[src/rtl/regfile_access_arbiter.sv]
// Shares the single-access register file between port 0 (core) and port 1 (debug/loader).
// Optional macro REGFILE_ARB_R0_PROTECT_EN: writes to address 0 leave enable_reg_write low.
module regfile_access_arbiter #(
    parameter int unsigned DataSize = 32,
    parameter int unsigned AddrSize = 5
) (
    input  logic                clock,
    input  logic                reset,

    input  logic                r0_valid,
    input  logic                r0_write,
    input  logic [AddrSize-1:0] r0_addr1,
    input  logic [AddrSize-1:0] r0_addr2,
    input  logic [DataSize-1:0] r0_wdata,
    output logic                r0_done,
    output logic [DataSize-1:0] r0_rdata1,
    output logic [DataSize-1:0] r0_rdata2,

    input  logic                r1_valid,
    input  logic                r1_write,
    input  logic [AddrSize-1:0] r1_addr1,
    input  logic [AddrSize-1:0] r1_addr2,
    input  logic [DataSize-1:0] r1_wdata,
    output logic                r1_done,
    output logic [DataSize-1:0] r1_rdata1,
    output logic [DataSize-1:0] r1_rdata2,

    output logic [AddrSize-1:0] rf_read_addr1,
    output logic [AddrSize-1:0] rf_read_addr2,
    output logic [AddrSize-1:0] rf_write_addr,
    output logic [DataSize-1:0] rf_write_data,
    output logic                rf_enable_write,
    output logic                rf_do_fetch,
    output logic                rf_do_write,
    input  logic [DataSize-1:0] rf_read_data1,
    input  logic [DataSize-1:0] rf_read_data2,

    output logic                busy,
    output logic                grant_id
);

    localparam logic [2:0] S_IDLE    = 3'd0;
    localparam logic [2:0] S_FETCH   = 3'd1;
    localparam logic [2:0] S_CAPTURE = 3'd2;
    localparam logic [2:0] S_WRITE   = 3'd3;
    localparam logic [2:0] S_RESP    = 3'd4;

    logic [2:0]          r_state;
    logic [2:0]          w_state_next;
    logic                r_grant;
    logic                r_last_grant;

    logic                w_take;
    logic                w_pick;
    logic                w_sel_write;
    logic [AddrSize-1:0] w_sel_addr1;
    logic [AddrSize-1:0] w_sel_addr2;
    logic [DataSize-1:0] w_sel_wdata;
    logic                w_wr_allowed;

    logic                w_busy_next;
    logic                w_grant_id_next;
    logic                w_do_fetch_next;
    logic                w_do_write_next;
    logic                w_enable_write_next;
    logic                w_r0_done_next;
    logic                w_r1_done_next;
    logic [AddrSize-1:0] w_read_addr1_next;
    logic [AddrSize-1:0] w_read_addr2_next;
    logic [AddrSize-1:0] w_write_addr_next;
    logic [DataSize-1:0] w_write_data_next;

    // Round-robin pick: on a tie the port not granted last wins; a lone valid always wins.
    always_comb begin
        w_take = 1'b0;
        w_pick = r_grant;
        if (r_state == S_IDLE) begin
            if (r0_valid && r1_valid) begin
                w_take = 1'b1;
                w_pick = ~r_last_grant;
            end else if (r0_valid) begin
                w_take = 1'b1;
                w_pick = 1'b0;
            end else if (r1_valid) begin
                w_take = 1'b1;
                w_pick = 1'b1;
            end
        end
    end

    // Request fields of the picked port, consumed only on the grant cycle.
    always_comb begin
        w_sel_write = r0_write;
        w_sel_addr1 = r0_addr1;
        w_sel_addr2 = r0_addr2;
        w_sel_wdata = r0_wdata;
        if (w_pick) begin
            w_sel_write = r1_write;
            w_sel_addr1 = r1_addr1;
            w_sel_addr2 = r1_addr2;
            w_sel_wdata = r1_wdata;
        end
    end

`ifdef REGFILE_ARB_R0_PROTECT_EN
    assign w_wr_allowed = (w_sel_addr1 != '0);
`else
    assign w_wr_allowed = 1'b1;
`endif

    // Next state and next values of every registered output.
    always_comb begin
        w_state_next        = r_state;
        w_do_fetch_next     = 1'b0;
        w_do_write_next     = 1'b0;
        w_enable_write_next = 1'b0;
        w_r0_done_next      = 1'b0;
        w_r1_done_next      = 1'b0;
        w_read_addr1_next   = '0;
        w_read_addr2_next   = '0;
        w_write_addr_next   = '0;
        w_write_data_next   = '0;

        case (r_state)
            S_IDLE: begin
                if (w_take) begin
                    if (w_sel_write) begin
                        w_state_next        = S_WRITE;
                        w_do_write_next     = 1'b1;
                        w_enable_write_next = w_wr_allowed;
                        w_write_addr_next   = w_sel_addr1;
                        w_write_data_next   = w_sel_wdata;
                    end else begin
                        w_state_next      = S_FETCH;
                        w_do_fetch_next   = 1'b1;
                        w_read_addr1_next = w_sel_addr1;
                        w_read_addr2_next = w_sel_addr2;
                    end
                end
            end
            S_FETCH: begin
                w_state_next = S_CAPTURE;
            end
            S_CAPTURE, S_WRITE: begin
                w_state_next   = S_RESP;
                w_r0_done_next = ~r_grant;
                w_r1_done_next = r_grant;
            end
            S_RESP: begin
                w_state_next = S_IDLE;
            end
            default: begin
                w_state_next = S_IDLE;
            end
        endcase

        w_busy_next     = (w_state_next != S_IDLE);
        w_grant_id_next = w_busy_next ? (w_take ? w_pick : r_grant) : 1'b0;
    end

    always_ff @(posedge clock or posedge reset) begin
        if (reset) begin
            r_state      <= S_IDLE;
            r_grant      <= 1'b0;
            r_last_grant <= 1'b1;
        end else begin
            r_state <= w_state_next;
            if (w_take) begin
                r_grant      <= w_pick;
                r_last_grant <= w_pick;
            end
        end
    end

    always_ff @(posedge clock or posedge reset) begin
        if (reset) begin
            busy            <= 1'b0;
            grant_id        <= 1'b0;
            rf_do_fetch     <= 1'b0;
            rf_do_write     <= 1'b0;
            rf_enable_write <= 1'b0;
            rf_read_addr1   <= '0;
            rf_read_addr2   <= '0;
            rf_write_addr   <= '0;
            rf_write_data   <= '0;
            r0_done         <= 1'b0;
            r1_done         <= 1'b0;
        end else begin
            busy            <= w_busy_next;
            grant_id        <= w_grant_id_next;
            rf_do_fetch     <= w_do_fetch_next;
            rf_do_write     <= w_do_write_next;
            rf_enable_write <= w_enable_write_next;
            rf_read_addr1   <= w_read_addr1_next;
            rf_read_addr2   <= w_read_addr2_next;
            rf_write_addr   <= w_write_addr_next;
            rf_write_data   <= w_write_data_next;
            r0_done         <= w_r0_done_next;
            r1_done         <= w_r1_done_next;
        end
    end

    // Register-file data is valid during CAPTURE; only the granted port's rdata moves.
    always_ff @(posedge clock or posedge reset) begin
        if (reset) begin
            r0_rdata1 <= '0;
            r0_rdata2 <= '0;
            r1_rdata1 <= '0;
            r1_rdata2 <= '0;
        end else if (r_state == S_CAPTURE) begin
            if (r_grant) begin
                r1_rdata1 <= rf_read_data1;
                r1_rdata2 <= rf_read_data2;
            end else begin
                r0_rdata1 <= rf_read_data1;
                r0_rdata2 <= rf_read_data2;
            end
        end
    end

endmodule

[config.mk]
export PLATFORM = sky130hd
export DESIGN_NAME = regfile_access_arbiter
export DESIGN_NICKNAME = d
export VERILOG_FILES = /design/src/rtl/regfile_access_arbiter.sv
export SDC_FILE = /design/constraint.sdc
export NUM_CORES = 1
export LEC_CHECK = 0
export CELL_PAD_IN_SITES_DETAIL_PLACEMENT = 2
export CELL_PAD_IN_SITES_GLOBAL_PLACEMENT = 2
export CORE_UTILIZATION = 23
export CTS_CLUSTER_DIAMETER = 120
export DETAILED_ROUTE_END_ITERATION = 10
export GPL_TIMING_DRIVEN = 0
export PLACE_DENSITY_LB_ADDON = 0.1
export SETUP_SLACK_MARGIN = 0.3
export SLEW_MARGIN = 10
export SYNTH_ARGS = -nofsm -noshare
export SYNTH_HDL_FRONTEND = slang
export SYNTH_SLANG_ARGS = --single-unit
[constraint.sdc]
create_clock -name clock -period 6.55 [get_ports clock]
set_input_delay 1.31 -clock clock [delete_from_list [all_inputs] [get_ports clock]]
set_output_delay 1.31 -clock clock [all_outputs]
set_load 0.01 [all_outputs]
==> metrics.cfg, run 1 <==
[global_route]
grt-ovfl-total = 0
grtUsageTotal_pct = 15.8
grt_pass1_wl_um = 37300
antenna_found_initial = 0
grt_pass1_vias = 6230
grt_max_degree = 39

[cts]
cts_max_level = 4
cts.clk_slew.worst_paths_ps = 70
hold_buffers = 0
cts-resized-gates = 0
cts_setup_buffers = 0
insertion_delay_ps = 430
cts_tree = done
clockRootBuffer = clkbuf_16
cts_buffer_depth = 2
clock_sinks = 186
cts_made_buffers = 17

[sta]
worst_pin_slew_ps = 962
finalSetupViolCount = 0
slew_viol_final = 0
tns_ps = 0
rsz0062_at_grt = no
slew_headroom_pct = 35.5
max_freq_mhz = 327
min_period_ps = 3060
fin_crit_sh_pct = 46.8
hold_violations = 0
hold_slack_ps = 495
skew_ps = 14.3

[floorplan]
die_x_um = 177
initial_core_util_pct = 23.6
die-area_um2 = 31500
fp.dieH_um = 177
fp.coreArea_um2 = 30000
placement_rows = 63
ios = 336

[synth]
synth_fp_nets = 649
avgSynthCellArea_um2 = 14.3
yosysSeqAreaShare_pct = 65.8
ys_seq_elements = 186
syn_area_um2 = 7070
synth_flop_cell = dfrtp_1
synth-edff-count = 0
synth.distinct_cells = 31
async_flop_share_pct = 100
ys_warn_count = 0
synthCells = 495

[critical_path]
critical-path-top-delay-family = simple AND/OR/NAND/NOR gates
cp-start-kind = input port
critical_path_buf_inv_count = 2
max_stage_delay_ps = 620
crit_path_end_kind = register
required_ps = 6910
worstPathMaxFanout = 10
critPathArrivalTime_ps = 3420
path_class = in -> reg
slowest_stage = nor3_2
cp_cell_sequence = clkdlybuf4s50_1 > nor4b_4 > a22oi_4 > buf_2 > nor3_2 > a22o_1

[drt]
final_antenna_net_count = 0
vias = 5394
drt-total-wl_um = 24200
vias_per_cell = 4.29
drtIter0Drc = 151
wl_per_cell_um = 19.2
drt-pass1-iter-count = 4
drc = 0

[power_and_ir_drop]
power_w = 0.00532
powerDensity_nw_per_um2 = 460
p_leak_nw = 4.74
ir_drop_mv = 0.151

[cells_and_area]
syn2layout_area_growth_pct = 63.7
nFillCells = 3089
nets = 1009
layout_common_cells = 335 x clkdlybuf4s50_1, 185 x dfrtp_1, 123 x mux2_2, 39 x o21ai_0, 38 x nand2_1
drive_above_1_share_pct = 21.8
final_common_cell = clkdlybuf4s50_1
diodes = 0

[flow_run]
maxCapViolations = 0

[placement]
dp_hpwl_um = 18900
portBuffers = 335
gp_congestion = 0.712

[worst_hold_path]
hp-class = reg -> reg

[outcome]
status = completed

-- synthesized netlist by cell type (2+ instances only) --
library cell | number | area [µm²]
o21ai_0 | 39 | 195
dfrtp_1 | 185 | 4630
nor3_2 | 2 | 20.0
nand2_1 | 38 | 143
a22o_1 | 11 | 96.3
inv_1 | 3 | 11.3
clkbuf_1 | 8 | 30.0
mux2_2 | 123 | 1390
nor2_1 | 5 | 18.8
buf_1 | 2 | 7.51
nand3_1 | 37 | 185
buf_4 | 4 | 30.0
mux2_1 | 5 | 56.3
buf_2 | 16 | 80.1
-- state kept, by name, indices dropped and copies added, names as in the netlist, 3 cells and up --
signal,cells
r0_rdata1,32
r0_rdata2,32
r1_rdata1,32
r1_rdata2,32
r_state,3
rf_read_addr1,5
rf_read_addr2,5
rf_write_addr,5
rf_write_data,32
-- final timing paths --
path                               start                to  slack (ps)  depth (start not counted)
max                             r1_valid  rf_read_addr2[4]        3490                          6
min                        r0_rdata1[20]     r0_rdata1[20]         500                          1
max reg2reg                   r_state[2]      r0_rdata2[1]        4150                          4
min reg2reg                r0_rdata1[20]     r0_rdata1[20]         500                          1
max in group asynchronous          reset      r_last_grant        4280                          5
min in group asynchronous          reset  rf_write_data[6]        1260                          2
-- worst register-to-register path, stage by stage, from the launching register on --
cell	delay, ps
dfrtp_1	480
nand2b_1	250
nor3_2	750
buf_2	420
mux2_2	380
-- power breakdown --
group | internal (W) | switching, W
Combinational | 0.00141 | 0.00103
Clock | 0.000500 | 0.000459
Sequential | 0.00166 | 0.000267
-- logic make-up after synthesis --
| family | after synthesis | synth area share (%) |
|---|---|---|
| AO/OA/AOI/OAI | 54 | 4.74 |
| buffers and inverters | 34 | 2.30 |
| flip-flops | 186 | 65.8 |
| multiplexers | 129 | 20.6 |
| AND/OR/NAND/NOR | 92 | 6.56 |
-- area by class of cell --
type	count	area [µm²]	share of cell area (%)
Buffer	30	148	1.28
Clock buffer	20	447	3.86
Clock inverter	12	92.6	0.800
Inverter	4	18.8	0.162
Multi-Input combinational cell	275	2260	19.5
Sequential cell	186	4660	40.2
Tap cell	390	488	4.21
Timing Repair Buffer	341	3470	30.0
-- metal layers --
layer | part of all wire [%] | vias up | wire [µm] | track usage [%]
met1 | 39 | 2713 | 9560 | 18.0
met4 | 1.2 | 0 | 282 | 4.27
met5 | 0 | - | 0 | 0
li1 | - | 2454 | - | -
met3 | 9.0 | 13 | 2180 | 5.89
met2 | 50 | 214 | 12200 | 27.5
-- stage by stage --
| step | setup slack (ps) | util [%] | instance area (µm²) | std cells |
|---|---|---|---|---|
| floorplan | 2850 | - | 7080 | 495 |
| global placement | 1240 | 36.5 | 10900 | 1220 |
| detailed placement | 3020 | 36.9 | 11000 | 1226 |
| CTS | 3480 | 38.7 | 11600 | 1258 |
| global route | 3340 | 38.7 | 11600 | 1258 |
| finish | 3490 | 38.7 | 11600 | 1258 |
(Power assumes the default switching activity.)
==> run 2, diff against run 1 <==
--- a/config.mk
+++ b/config.mk
@@ -7,7 +7,7 @@
 export LEC_CHECK = 0
 export CELL_PAD_IN_SITES_DETAIL_PLACEMENT = 2
 export CELL_PAD_IN_SITES_GLOBAL_PLACEMENT = 2
-export CORE_UTILIZATION = 23
+export CORE_UTILIZATION = 26
 export CTS_CLUSTER_DIAMETER = 120
 export DETAILED_ROUTE_END_ITERATION = 10
 export GPL_TIMING_DRIVEN = 0
==> constraint.sdc (replaced) <==
create_clock -name clock -period 3.2 [get_ports clock]
set_input_delay 0.64 -clock clock [delete_from_list [all_inputs] [get_ports clock]]
set_output_delay 0.64 -clock clock [all_outputs]
set_load 0.01 [all_outputs]
==> metrics.cfg, run 2 (synthesis gave the netlist of run 1 again) <==
[outcome]
status = completed  ; unchanged

[cts]
clock_sinks = 186  ; unchanged
cts_buffer_depth = 2  ; unchanged
cts-resized-gates = 0  ; unchanged
hold_buffers = 0  ; unchanged
cts_tree = done  ; unchanged
cts_max_level = 4  ; unchanged
cts.clk_slew.worst_paths_ps = 80  ; was 70 ps
cts_setup_buffers = 0  ; unchanged
cts_made_buffers = 17  ; unchanged
clockRootBuffer = clkbuf_16  ; unchanged
insertion_delay_ps = 430  ; about the same

[placement]
gp_congestion = 0.741  ; was 0.712
dp_hpwl_um = 18900  ; about the same
pre_cts_ws_ps = 341  ; was 3020 ps
portBuffers = 335  ; unchanged
dp.cells = 1176  ; was 1226

[floorplan]
die_x_um = 167  ; was 177 µm
fp.coreArea_um2 = 26800  ; was 30000 µm²
ios = 336  ; unchanged
fp.dieH_um = 167  ; was 177 µm
placement_rows = 60  ; was 63
initial_core_util_pct = 26.4  ; was 23.6%
die-area_um2 = 27900  ; was 31500 µm²

[critical_path]
required_ps = 3570  ; was 6910 ps
crit_path_end_kind = register  ; unchanged
critical_path_buf_inv_count = 2  ; unchanged
path_class = in -> reg  ; unchanged
cp_cell_sequence = clkdlybuf4s50_1 > nor4b_4 > a22oi_4 > buf_2 > nor3_2 > a22o_1  ; unchanged
critical-path-top-delay-family = simple AND/OR/NAND/NOR gates  ; unchanged
critPathArrivalTime_ps = 2740  ; was 3420 ps
max_stage_delay_ps = 600  ; was 620 ps
cp-start-kind = input port  ; unchanged
worstPathMaxFanout = 10  ; unchanged
slowest_stage = nor3_2  ; unchanged

[sta]
skew_ps = 14.7  ; was 14.3 ps
hold_violations = 0  ; unchanged
min_period_ps = 2370
fin_crit_sh_pct = 74.2
rsz0062_at_grt = no  ; unchanged
hold_slack_ps = 488  ; was 495 ps
worst_pin_slew_ps = 888  ; was 962 ps
setup_slack_ps = 827  ; was 3490 ps
slew_headroom_pct = 40.5  ; was 35.5%
slew_viol_final = 0  ; unchanged
max_freq_mhz = 421
finalSetupViolCount = 0  ; unchanged

[cells_and_area]
stdcell_count = 1208  ; was 1258
layout_common_cells = 335 x clkdlybuf4s50_1, 185 x dfrtp_1, 123 x mux2_2, 39 x o21ai_0, 38 x nand2_1  ; unchanged
nets = 1008  ; was 1009
drive_above_1_share_pct = 21.8  ; about the same
syn2layout_area_growth_pct = 63.0  ; was 63.7%
final_common_cell = clkdlybuf4s50_1  ; unchanged

[drt]
final_antenna_net_count = 0  ; unchanged
wl_per_cell_um = 20.1  ; was 19.2 µm
drt-pass1-iter-count = 4  ; unchanged
drtIter0Drc = 166  ; was 151
drt-total-wl_um = 24200  ; about the same
vias = 5467  ; was 5394
vias_per_cell = 4.53  ; was 4.29
drc = 0  ; unchanged

[power_and_ir_drop]
powerDensity_nw_per_um2 = 953  ; was 460 nW/µm²
ir_drop_mv = 0.271  ; was 0.151 mV
p_leak_nw = 4.75  ; was 4.74 nW

[worst_hold_path]
hp-class = reg -> reg  ; unchanged

[flow_run]
maxCapViolations = 0  ; unchanged

[global_route]
antenna_found_initial = 1  ; was 0
grt_max_degree = 40  ; was 39
grt-ovfl-total = 0  ; unchanged
grtUsageTotal_pct = 17.9  ; was 15.8%
grt_pass1_wl_um = 37700  ; was 37300 µm
grt_pass1_vias = 6226  ; was 6230

## run 2: cell count changes in the layout (fill, tap and decap cells not counted), sizes merged
cell / before / now
diode: 0 / 1
clkbuf: 28 / 25
inv: 5 / 10
buf: 28 / 27
clkinvlp: 5 / 4
clkinv: 6 / 4
## run 2: per-layer routing
layer	GRT usage [%]	part of all wire, %	vias up
met5	0	0	-
met2	32.0	53	215
li1	-	-	2442
met4	5.64	1.6	0
met1	19.4	37	2787
met3	6.61	8.7	23
## run 2: power by group
part	internal [W]	total (W)	leakage [nW]	switching (W)
registers	0.00339	0.00394	2.31	0.000545
logic	0.00289	0.00501	2.17	0.00212
clock network	0.00103	0.00204	0.268	0.00101
total	0.00731	0.0110	4.75	0.00368
## run 2: layout make-up
| type | count | area (µm²) |
|---|---|---|
| antenna | 1 | 2.50 |
| buffer | 30 | 148 |
| clock buffer | 17 | 425 |
| clock inverter | 14 | 135 |
| fill | 2691 | 15300 |
| inverter | 4 | 18.8 |
| multi-input combinational | 275 | 2260 |
| sequential | 186 | 4660 |
| tap | 341 | 427 |
| timing repair buffer | 340 | 3460 |
## run 2: worst paths after layout
check                                    from  cells after the start  slack (ps)                 to
worst max register to register     r_state[2]                      4         830      r0_rdata1[15]
max in group asynchronous               reset                      5        1490       r0_rdata2[1]
worst min register to register  r0_rdata1[18]                      1         490      r0_rdata1[18]
worst max-delay path                 r1_valid                      6         830   rf_read_addr2[4]
min in group asynchronous               reset                      2         650  rf_write_data[18]
worst min-delay path            r0_rdata1[18]                      1         490      r0_rdata1[18]
## run 2: worst reg2reg max path, stage by stage, from the launching register on
cell and delay (ps):
dfrtp_1 500, nand2b_1 260, nor3_2 700, buf_2 430, mux2_2 380
## run 2: stage by stage
| step | instance area (µm²) | TNS (ps) | util (%) | power [W] |
|---|---|---|---|---|
| 3_5_place_dp | 11000 | 0 | 40.9 | 0.00911 |
| 4_1_cts | 11500 | 0 | 43.0 | 0.0112 |
| 5_1_grt | 11500 | 0 | 43.0 | 0.0116 |
| 3_3_place_gp | 10900 | -252400 | 40.5 | 0.00887 |
| 6_report | 11500 | 0 | 43.0 | 0.0110 |
| 2_1_floorplan | 7080 | 0 | - | 0.00606 |
